**src/rtl/fft_frame_ctrl.sv**
```systemverilog
// Frame controller wrapping a free-running FFT core: streams num_frames frames of
// N samples into the core and re-times its results into a framed, indexed output.
module fft_frame_ctrl #(
  parameter int DW      = 16,
  parameter int N       = 128,
  parameter int LATENCY = 140,
  localparam int IW     = $clog2(N)
) (
  input  logic          clk,
  input  logic          rst,
  input  logic          start,
  input  logic [7:0]    num_frames,
  input  logic          s_valid,
  output logic          s_ready,
  input  logic [DW-1:0] s_r,
  input  logic [DW-1:0] s_i,
  output logic [DW-1:0] fft_in_r,
  output logic [DW-1:0] fft_in_i,
  input  logic [DW-1:0] fft_out_r,
  input  logic [DW-1:0] fft_out_i,
  output logic          m_valid,
  output logic [DW-1:0] m_r,
  output logic [DW-1:0] m_i,
  output logic [IW-1:0] m_index,
  output logic          m_last,
  output logic          busy,
  output logic          done,
  output logic          underrun
);

  localparam logic [1:0] ST_IDLE  = 2'd0;
  localparam logic [1:0] ST_LOAD  = 2'd1;
  localparam logic [1:0] ST_DRAIN = 2'd2;

  logic [1:0]       state_q, state_d;
  logic [7:0]       nf_q, nf_d;
  logic [IW-1:0]    smp_cnt_q, smp_cnt_d;
  logic [7:0]       frm_cnt_q, frm_cnt_d;
  logic [IW-1:0]    out_cnt_q, out_cnt_d;
  logic [7:0]       out_frm_q, out_frm_d;
  logic [LATENCY:0] vsr_q, vsr_d;
  logic [DW-1:0]    fft_in_r_q, fft_in_r_d, fft_in_i_q, fft_in_i_d;
  logic             m_valid_q, m_valid_d;
  logic [DW-1:0]    m_r_q, m_r_d, m_i_q, m_i_d;
  logic [IW-1:0]    m_index_q, m_index_d;
  logic             m_last_q, m_last_d;
  logic             done_q, done_d;
  logic             underrun_q, underrun_d;

  always_comb begin
    state_d    = state_q;
    nf_d       = nf_q;
    smp_cnt_d  = smp_cnt_q;
    frm_cnt_d  = frm_cnt_q;
    out_cnt_d  = out_cnt_q;
    out_frm_d  = out_frm_q;
    vsr_d      = {vsr_q[LATENCY-1:0], 1'b0};
    fft_in_r_d = '0;
    fft_in_i_d = '0;
    m_valid_d  = vsr_q[LATENCY];
    m_r_d      = m_r_q;
    m_i_d      = m_i_q;
    m_index_d  = m_index_q;
    m_last_d   = 1'b0;
    done_d     = 1'b0;
    underrun_d = underrun_q;

    // Tail of the slot shift register marks the cycle the core result for a slot is valid.
    if (vsr_q[LATENCY]) begin
      m_r_d     = fft_out_r;
      m_i_d     = fft_out_i;
      m_index_d = out_cnt_q;
      out_cnt_d = out_cnt_q + IW'(1);
      if (out_cnt_q == IW'(N - 1)) begin
        m_last_d  = 1'b1;
        out_frm_d = out_frm_q + 8'd1;
        done_d    = (out_frm_q == nf_q - 8'd1);
      end
    end

    case (state_q)
      ST_IDLE: begin
        if (start && num_frames != 8'd0) begin
          state_d    = ST_LOAD;
          nf_d       = num_frames;
          underrun_d = 1'b0;
          smp_cnt_d  = '0;
          frm_cnt_d  = '0;
          out_cnt_d  = '0;
          out_frm_d  = '0;
        end
      end
      ST_LOAD: begin
        // The core never stalls, so a missing sample still occupies its slot as zeros.
        vsr_d[0] = 1'b1;
        if (s_valid) begin
          fft_in_r_d = s_r;
          fft_in_i_d = s_i;
        end else begin
          underrun_d = 1'b1;
        end
        smp_cnt_d = smp_cnt_q + IW'(1);
        if (smp_cnt_q == IW'(N - 1)) begin
          smp_cnt_d = '0;
          frm_cnt_d = frm_cnt_q + 8'd1;
          if (frm_cnt_q == nf_q - 8'd1) state_d = ST_DRAIN;
        end
      end
      ST_DRAIN: begin
        if (done_q) state_d = ST_IDLE;
      end
      default: state_d = ST_IDLE;
    endcase
  end

  always_ff @(posedge clk) begin
    if (rst) begin
      state_q    <= ST_IDLE;
      nf_q       <= '0;
      smp_cnt_q  <= '0;
      frm_cnt_q  <= '0;
      out_cnt_q  <= '0;
      out_frm_q  <= '0;
      vsr_q      <= '0;
      fft_in_r_q <= '0;
      fft_in_i_q <= '0;
      m_valid_q  <= 1'b0;
      m_r_q      <= '0;
      m_i_q      <= '0;
      m_index_q  <= '0;
      m_last_q   <= 1'b0;
      done_q     <= 1'b0;
      underrun_q <= 1'b0;
    end else begin
      state_q    <= state_d;
      nf_q       <= nf_d;
      smp_cnt_q  <= smp_cnt_d;
      frm_cnt_q  <= frm_cnt_d;
      out_cnt_q  <= out_cnt_d;
      out_frm_q  <= out_frm_d;
      vsr_q      <= vsr_d;
      fft_in_r_q <= fft_in_r_d;
      fft_in_i_q <= fft_in_i_d;
      m_valid_q  <= m_valid_d;
      m_r_q      <= m_r_d;
      m_i_q      <= m_i_d;
      m_index_q  <= m_index_d;
      m_last_q   <= m_last_d;
      done_q     <= done_d;
      underrun_q <= underrun_d;
    end
  end

  assign s_ready  = (state_q == ST_LOAD);
  assign busy     = (state_q != ST_IDLE);
  assign fft_in_r = fft_in_r_q;
  assign fft_in_i = fft_in_i_q;
  assign m_valid  = m_valid_q;
  assign m_r      = m_r_q;
  assign m_i      = m_i_q;
  assign m_index  = m_index_q;
  assign m_last   = m_last_q;
  assign done     = done_q;
  assign underrun = underrun_q;

endmodule

```
**config.mk**
```make
export PLATFORM = sky130hd
export DESIGN_NAME = fft_frame_ctrl
export DESIGN_NICKNAME = d
export VERILOG_FILES = /design/src/rtl/fft_frame_ctrl.sv
export SDC_FILE = /design/constraint.sdc
export NUM_CORES = 1
export LEC_CHECK = 0
export ABC_AREA = 1
export CAP_MARGIN = 20
export CORE_ASPECT_RATIO = 0.9
export CORE_MARGIN = 5
export CORE_UTILIZATION = 50
export DETAILED_ROUTE_END_ITERATION = 16
export GPL_TIMING_DRIVEN = 0
export PLACE_DENSITY = 0.76
export SETUP_SLACK_MARGIN = 0.15
export SLEW_MARGIN = 25
export SYNTH_ARGS = -nofsm -noshare
export SYNTH_HDL_FRONTEND = slang
export SYNTH_SLANG_ARGS = --single-unit
```
**constraint.sdc**
```tcl
create_clock -name clk -period 2.15 [get_ports clk]
set_input_delay 0.3225 -clock clk [delete_from_list [all_inputs] [get_ports clk]]
set_output_delay 0.3225 -clock clk [all_outputs]
set_load 0.01 [all_outputs]
```
Yosys cells after proc, flatten, opt, wreduce, memory -nomap -nowiden
Index checks and enable logic that the tools add are counted.

Bits in registers: 256. Input bits: 76. Output and inout bits: 77. Logic and storage cells: 72.

Add/sub/neg operators: 5. Equal/unequal tests: 11. Mux-type cells: 23. Bitwise operators: 4. Reduce and logical (&&, ||, !) cells: 13.

Operator list (number): $mux W8 (6); $mux W7 (5); $add A8 B1 Y8 const B (2); $eq A8 B8 Y1 (2); $pmux W8 S2 (1); $add A7 B1 Y7 const B (2); $eq A7 B7 Y1 const B (2); $pmux W7 S2 (1); $mux W2 (4); $reduce_bool A8 Y1 (1); $sub A8 B1 Y8 const B (1); $ne A2 B2 Y1 const B (3); $pmux W2 S3 (1); $reduce_and A3 Y1 (2); $reduce_or A3 Y1 (2); $mux W1 (4); $ne A2 B1 Y1 const B (2); $not A1 Y1 (4); $reduce_and A2 Y1 (2); $reduce_and A4 Y1 (1); $reduce_bool A2 Y1 (2); $eq A2 B1 Y1 const B (1); $eq A2 B2 Y1 const B (1); $logic_not A2 Y1 (1); 3 further kinds (3).

Depth between registers and ports, before layout
Gate-level depths: netlist of the first run.

Depth after elaboration: 5. Depth in mapped cells: 15. Gate-level depth less buffers: 15.

Least setup slack after synthesis of the first run
Ideal clock, no wire load.

Kind: reg2reg. Start point: reg nf_q[0]. End point: reg state_q[0]. Arrival: 1.409 ns. Required time: 2.041 ns. Path slack: 0.631 ns. Stages on the path, launching flop included: 15. Buffers on the path: 0. Path through: dfxtp_1 -> inv_2 -> ha_1 -> inv_1 -> nand2_1 -> nand2_1 -> nand2_1 -> nand2_1 -> nand3_1 -> nor2_1 -> nand3_1 -> nand2_1 -> nand3_1 -> nand2_1 -> inv_1.

Longest elaborated chain between the ends: 4.

Ends and longest elaborated chain: start, declared (RTL line 36) `logic [7:0] nf_q, nf_d;`; start signal, assigned (RTL line 136) `nf_q <= nf_d;`; $sub A8 B1 Y8 (RTL line 106) `if (frm_cnt_q == nf_q - 8'd1) state_d = ST_DRAIN;`; $eq A8 B8 Y1 (RTL line 106); $ne A2 B1 Y1 (no source line); $reduce_and A4 Y1 (no source line); end signal, assigned (RTL line 135) `state_q <= state_d;`; end, declared (RTL line 35) `logic [1:0] state_q, state_d;`.

Every way passes these cells. A chain may end at the register's enable or synchronous reset.

Worst setup path after layout of the first run
Start point: reg state_q[1]. End point: out busy.

Longest elaborated chain between the ends: 1.

Ends and longest elaborated chain: $reduce_bool A2 Y1 (RTL line 155) `assign busy = (state_q != ST_IDLE);`; end, declared (RTL line 26) `output logic busy,`.

Every way passes these cells.

==> flow_summary.yaml, run 1 <==
outcome:
  status: "completed"
drt:
  wl_um: 17600
  dr.pass1.iters: 4
  drc: 0
  ant_nets: 0
  vias: 6578
  drtIter0Drc: 316
  routed_via_density: 4.55
  wire_per_inst_um: 12.2
synth:
  syn_nets: 1118
  syn_area_um2: 8550
  synth.avg_cell_area_um2: 8.24
  seq_area_frac_synth_pct: 59.9
  synth_top_area_share_pct: 59.9
  synthesis.instances: 1037
  ys_ff_latch: 256
  yosysWarnings: 0
  synth_cell_types: 35
  ys_top_cells_by_area: "dfxtp_1, nor2_1, inv_1, o21ai_0, nand2_1"
  yosysTopAreaCell: "dfxtp_1"
final_layout:
  fin_util_pct: 66.8
  antenna_cells: 0
  ff_latch_area_um2: 5130
  layout-drive-gt1-share_pct: 7.21
  multi_input_area_um2: 2470
  nFillCells: 1337
  final_nets: 1297
  areaGrowthSynthToFinish_pct: 31.6
floorplan:
  core.rowCount: 45
  initial_utilization_pct: 50.8
  dieWidth_um: 148
  die_h_um: 134
  core_area_um2: 16800
  ios: 153
  die-area_um2: 19800
global_route:
  grt-ovfl-total: 0
  grt_first_pass_wirelength_um: 29700
  track_usage_pct: 17.8
  grt_pass1_vias: 6381
  grt_antenna_before_repair: 0
  grt_max_degree: 16
power_and_ir_drop:
  power_switching_mw: 2.19
  p_per_area_nw_per_um2: 900
  clock_power_share_pct: 46.2
  power_mw: 10.1
  p_int_mw: 7.93
  vdd_drop_max_mv: 0.654
  power_switching_share_pct: 21.7
  seqPwrFrac_pct: 47.7
  p_comb_share_pct: 6.0
  power.leakage_nw: 4.61
sta:
  finalClockSkew_ns: 0.00900
  hold_violations: 0
  slew_headroom_pct: 58.5
  tightest_slew_ns: 0.622
  timing.final.crit_period_ns: 1.91
  finalMaxSlewViolations: 0
  final-setup-viol-count: 0
  clock.fmax_ghz: 0.524
  setup_tns_ns: 0
  min_period_over_period_pct: 88.7
  rsz0062_at_grt: "yes"
cts:
  cts_tree: "done"
  cts_num_sinks: 256
  cts_buffer_depth: 3
  cts_root_buffer: "clkbuf_16"
  clk_pin_slew_ns: 0.06
  cts_buffers: 25
  cts.htree.levels: 1
  worstSkewPairLatency_ns: 0.52
setup_path:
  critPathRequiredTime_ns: 1.83
  critPathArrivalTime_ns: 1.59
  critPathMaxFanout: 4
  criticalPathCategory: "reg -> out"
  cp-start-kind: "flip-flop"
  end_kind: "output pin"
flow_run:
  cap_violations: 0
place:
  gp_congestion: 0.877
  hpwl_um: 12500
  portBuffers: 152
hold_path:
  hold_path.class: "in -> reg"
-- layer usage --
metal | vias to the layer above | track usage [%] | routed length, um
met3 | 30 | 4.46 | 1090
met1 | 2958 | 22.6 | 7950
li1 | 3437 | - | -
met4 | 0 | 4.77 | 349
met5 | - | 0 | 0
met2 | 153 | 30.3 | 8260
-- worst paths after layout --
check              from           to  slack [ns]  depth (start not counted)
max          state_q[1]         busy        0.24                          3
min              s_i[8]  fft_in_i[8]        0.32                          3
min reg2reg  vsr_q[138]   vsr_q[139]        0.40                          2
max reg2reg     nf_q[0]         done        0.35                         11
-- Yosys cell counts --
library cell  count
a21boi_1          1
a211oi_1          1
nand2_1          69
a21oi_1          30
nor3b_1           1
a32o_1            1
nor2_4            1
nor2_1          274
nor2_2            7
nand2_4           2
nand2_2           1
a31oi_1           1
buf_2            16
or2_0             1
nor3_4            2
inv_1           206
or2_1             1
nand3_2           2
nand3_1          26
nor4_1            1
xor2_1           14
nand3_4           3
o21ai_1           3
nor3b_2           1
buf_1             4
inv_2            10
o21ai_0          56
dfxtp_1         256
nand3b_1          1
ha_1              5
nor3_1           11
nand4_1          11
clkbuf_1         16
o21a_1            1
nand4_2           1
-- placed cells by master (no fill, tap or decap), types with 2 or more instances in the layout --
cell and instances:
clkbuf_1 21, buf_2 16, buf_1 4, o21ai_0 56, inv_1 206, nand3_4 3, nand4_1 11, clkdlybuf4s50_1 151
nand3_2 2, nand2_1 69, nand3_1 26, o21ai_1 3, xor2_1 14, nor2_2 5, a21oi_1 30, nor3_1 11
ha_1 5, inv_2 10, bufinv_16 4, dfxtp_2 2, nor3_4 2, inv_6 2, nand2_4 2, clkbuf_16 25
nor2_4 3, nor2_1 274, dfxtp_1 254, clkbuf_8 6
-- critical path, cell delays in order (launching register included) --
cell and delay [ns]:
dfxtp_2 0.40, nor2_4 0.07, inv_1 0.05, clkdlybuf4s50_1 0.55
-- repair_timing --
action                                  CTS  global route
setup buffers                             0             0
hold endpoints to repair                  0             0
resized for setup                         2             3
endpoints found under the setup margin    1             4
hold buffers                              0             0
-- stage by stage --
stage / cells / hold WS [ns] / setup WS [ns] / cell area (um^2)
floorplan: 1037 / 0.388 / 0.631 / 8550
finish: 1446 / 0.320 / 0.242 / 11300
global placement: 1400 / 0.389 / -0.206 / 10300
global route: 1446 / 0.300 / 0.132 / 11300
detailed placement: 1400 / 0.394 / -0.221 / 10300
CTS: 1446 / 0.291 / 0.148 / 11200
-- registers in the layout, indices dropped and copies added (netlist names), 2 cells and up --
| name | count |
|---|---|
| fft_in_i | 16 |
| fft_in_r | 16 |
| frm_cnt_q | 8 |
| m_i | 16 |
| m_index | 7 |
| m_r | 16 |
| nf_q | 8 |
| out_cnt_q | 7 |
| out_frm_q | 8 |
| smp_cnt_q | 7 |
| state_q | 2 |
| vsr_q | 141 |
-- power by group through the flow --
stage / Clock (mW) / Combinational [mW] / Sequential [mW]
detailed placement: 0 / 0.607 / 4.94
floorplan: 0 / 0.324 / 4.94
finish: 4.68 / 0.610 / 4.83
global placement: 0 / 0.600 / 4.94
global route: 4.98 / 0.681 / 4.84
CTS: 4.78 / 0.612 / 4.83
-- final cells by class --
cell class / instances / share of cell area [%]
sequential: 256 / 45.6
multi-input combinational: 529 / 21.9
timing repair buffer: 152 / 13.5
inverter: 216 / 7.21
clock buffer: 36 / 6.46
tap: 211 / 2.35
clock inverter: 10 / 1.59
buffer: 36 / 1.38
-- logic make-up after synthesis --
group | share of synthesized area, %
simple gates | 20.9
flops | 59.9
buf+inv | 11.3
compound gates | 5.66
xor+xnor | 1.43
fa+ha+maj | 0.732
No activity file was read; power rests on OpenSTA's default activity.
==> run 2: changes to the inputs <==
ABC_AREA = 0   (was 1)
CORE_UTILIZATION = 25   (was 50)
PLACE_DENSITY = default   (was 0.76)
==> flow_summary.yaml, run 2 <==
synth:
  ys_ff_latch: 256
  synth_most_common_cell: "dfxtp_1"
  yosys-top-cells-count: "dfxtp_1, nor2b_1, nor2_1"
  yosysWarnings: 0
  synth_cell_types: 51
  ys.flop_type: "dfxtp_1"
  synth_edf_count: 0
  syn_area_um2: 8340
  ys_top_cells_by_area: "dfxtp_1, nor2b_1, mux2i_1, nor2_1, and3_1"
  yosysTopAreaCell: "dfxtp_1"
  synth.avg_cell_area_um2: 10.7
  ys_async_sr_fraction_pct: 0
  synthesis.instances: 780
  synth_top_area_share_pct: 61.5
  syn_nets: 861
  seq_area_frac_synth_pct: 61.5
final_layout:
  final_nets: 1046
  largest_register_ffs: 141
  areaGrowthSynthToFinish_pct: 36.1
  finalInstanceArea_um2: 11400
  top_register: "vsr_q"
  final_cell_mix: "dfxtp_1, clkdlybuf4s50_1, nor2b_1, nor2_1, mux2i_1"
  stdcell_count: 1405
  layout-drive-gt1-share_pct: 8.55
  layout_commonest_cell: "dfxtp_1"
cts:
  cts_num_sinks: 256
  hold_buffers: 0
  cts.htree.levels: 1
  cts_buffers: 26
  cts_tree: "done"
  worstSkewPairLatency_ns: 0.52
  cts_root_buffer: "clkbuf_16"
  clk_pin_slew_ns: 0.06
  cts_buffer_depth: 3
drt:
  routed_via_density: 4.09
  wire_per_inst_um: 13.6
  vias: 5748
  wl_met3_um: 964
  dr.pass1.iters: 4
  drtIter0Drc: 225
  wl_met1_um: 8960
  dr.max_layer_used: "met4"
  drc: 0
  wl_met2_um: 8880
  wl_um: 19200
  ant_nets: 0
setup_path:
  slowest_stage: "or4_1"
  critPathRequiredTime_ns: 2.61
  cp-start-kind: "flip-flop"
  critPathMaxFanout: 6
  rr_worst_depth: 5
  critPathArrivalTime_ns: 2.37
  slowest_delay_ns: 0.64
  end_kind: "flip-flop"
  criticalPathCategory: "reg -> reg"
  path_cells: "nor3_4 -> a21oi_1 -> or4_1 -> nor4_4 -> o21ba_1"
power_and_ir_drop:
  p_int_mw: 7.57
  power.leakage_nw: 4.26
  seqPwrFrac_pct: 49.8
  p_comb_share_pct: 6.0
  power_mw: 9.66
  vdd_drop_max_mv: 0.431
  clock_power_share_pct: 44.3
  p_per_area_nw_per_um2: 851
  power_switching_mw: 2.09
  power_switching_share_pct: 21.6
global_route:
  grt_antenna_before_repair: 1
  track_usage_pct: 9.78
  grt-ovfl-total: 0
  grt_pass1_vias: 5493
  grt_first_pass_wirelength_um: 29900
  grt_max_degree: 15
place:
  dp_cells: 1353
  portBuffers: 151
  gp_congestion: 0.800
  placed_cell_area_um2: 10400
  hpwl_um: 13600
flow_run:
  cap_violations: 0
sta:
  finalMaxSlewViolations: 0
  finalClockSkew_ns: 0.0132
  clock.fmax_ghz: 0.524
  min_period_over_period_pct: 88.8
  final-setup-viol-count: 0
  slew_headroom_pct: 47.4
  timing.final.crit_period_ns: 1.91
  rsz0062_at_grt: "yes"
  hold_violations: 0
  tightest_slew_ns: 0.789
outcome:
  status: "completed"
floorplan:
  ios: 153
  core.rowCount: 63
  core_area_um2: 32900
  die-area_um2: 37100
  dieWidth_um: 203
  die_h_um: 183
  initial_utilization_pct: 25.3
hold_path:
  hold_depth: 2
  hold_path.class: "in -> reg"
==> run 2: changes by cell type in the layout (fill, tap and decap cells not counted), sizes merged, moves of 7 or more <==
cell / previous run / this run
nor2: 282 / 75
inv: 219 / 11
clkbuf: 52 / 67
xnor2: 0 / 20
nand3: 31 / 21
o21ai: 59 / 8
mux2i: 0 / 41
nand2: 72 / 23
and3: 0 / 37
nor2b: 0 / 145
a21oi: 30 / 17
nand2b: 0 / 7
==> run 2: cell type report <==
type | count | area, um^2
clock inverter | 6 | 38.8
fill | 3352 | 21600
clock buffer | 39 | 781
timing repair buffer | 157 | 1560
antenna | 1 | 2.50
tap | 422 | 528
buffer | 45 | 210
sequential | 256 | 5130
inverter | 10 | 37.5
multi-input combinational | 469 | 3060
==> run 2: per-layer routing <==
| metal | global-route usage, % | up-vias |
|---|---|---|
| li1 | - | 2917 |
| met1 | 13.3 | 2700 |
| met5 | 0 | - |
| met2 | 16.0 | 105 |
| met3 | 2.37 | 26 |
| met4 | 1.98 | 0 |
==> run 2: through the flow <==
step | TNS (ns) | setup slack, ns | hold WS, ns | utilization (%)
6_report | 0 | 0.240 | 0.393 | 34.5
4_1_cts | 0 | 0.153 | 0.361 | 34.1
3_5_place_dp | -9.64 | -0.311 | 0.420 | 31.5
5_1_grt | 0 | 0.124 | 0.373 | 34.5
3_3_place_gp | -9.82 | -0.311 | 0.418 | 31.5
2_1_floorplan | 0 | 0.226 | 0.414 | -
==> run 2: kinds of logic after synthesis <==
family,after synthesis,share of synthesized area (%)
multiplexers,42,5.06
adder cells (fa/ha/maj),5,0.750
XOR/XNOR,36,3.78
buffers and inverters,55,2.72
flip-flops,256,61.5
AND/OR/NAND/NOR,341,22.8
AO/OA/AOI/OAI,45,3.42
==> run 2: repair_timing <==
action | CTS | global route
resized for setup | 14 | 21
setup buffers | 1 | 5
pin swaps | 1 | 8
setup endpoints to repair | 24 | 28
==> run 2: power by group through the flow <==
| stage | combinational, mW | sequential, mW | clock (mW) |
|---|---|---|---|
| after floorplan | 0.255 | 4.91 | 0 |
| after CTS | 0.561 | 4.80 | 4.43 |
| after global placement | 0.539 | 4.91 | 0 |
| after detailed placement | 0.542 | 4.91 | 0 |
| final | 0.579 | 4.81 | 4.27 |
| after global routing | 0.631 | 4.81 | 4.62 |
==> run 2: worst paths after layout <==
kind	start	to	slack, ns
setup reg to reg	nf_q[2]	state_q[1]	0.24
setup / recovery	nf_q[2]	state_q[1]	0.24
hold / removal	s_r[7]	fft_in_r[7]	0.39
hold reg to reg	vsr_q[4]	vsr_q[5]	0.43
==> run 2: worst max-delay path: cells and delay by family (launching register included) <==
kind,cells,cell delay [ns]
AOI/OAI and AO/OA,2,0.25
and+or+nand+nor,3,1.21
DFF,1,0.39
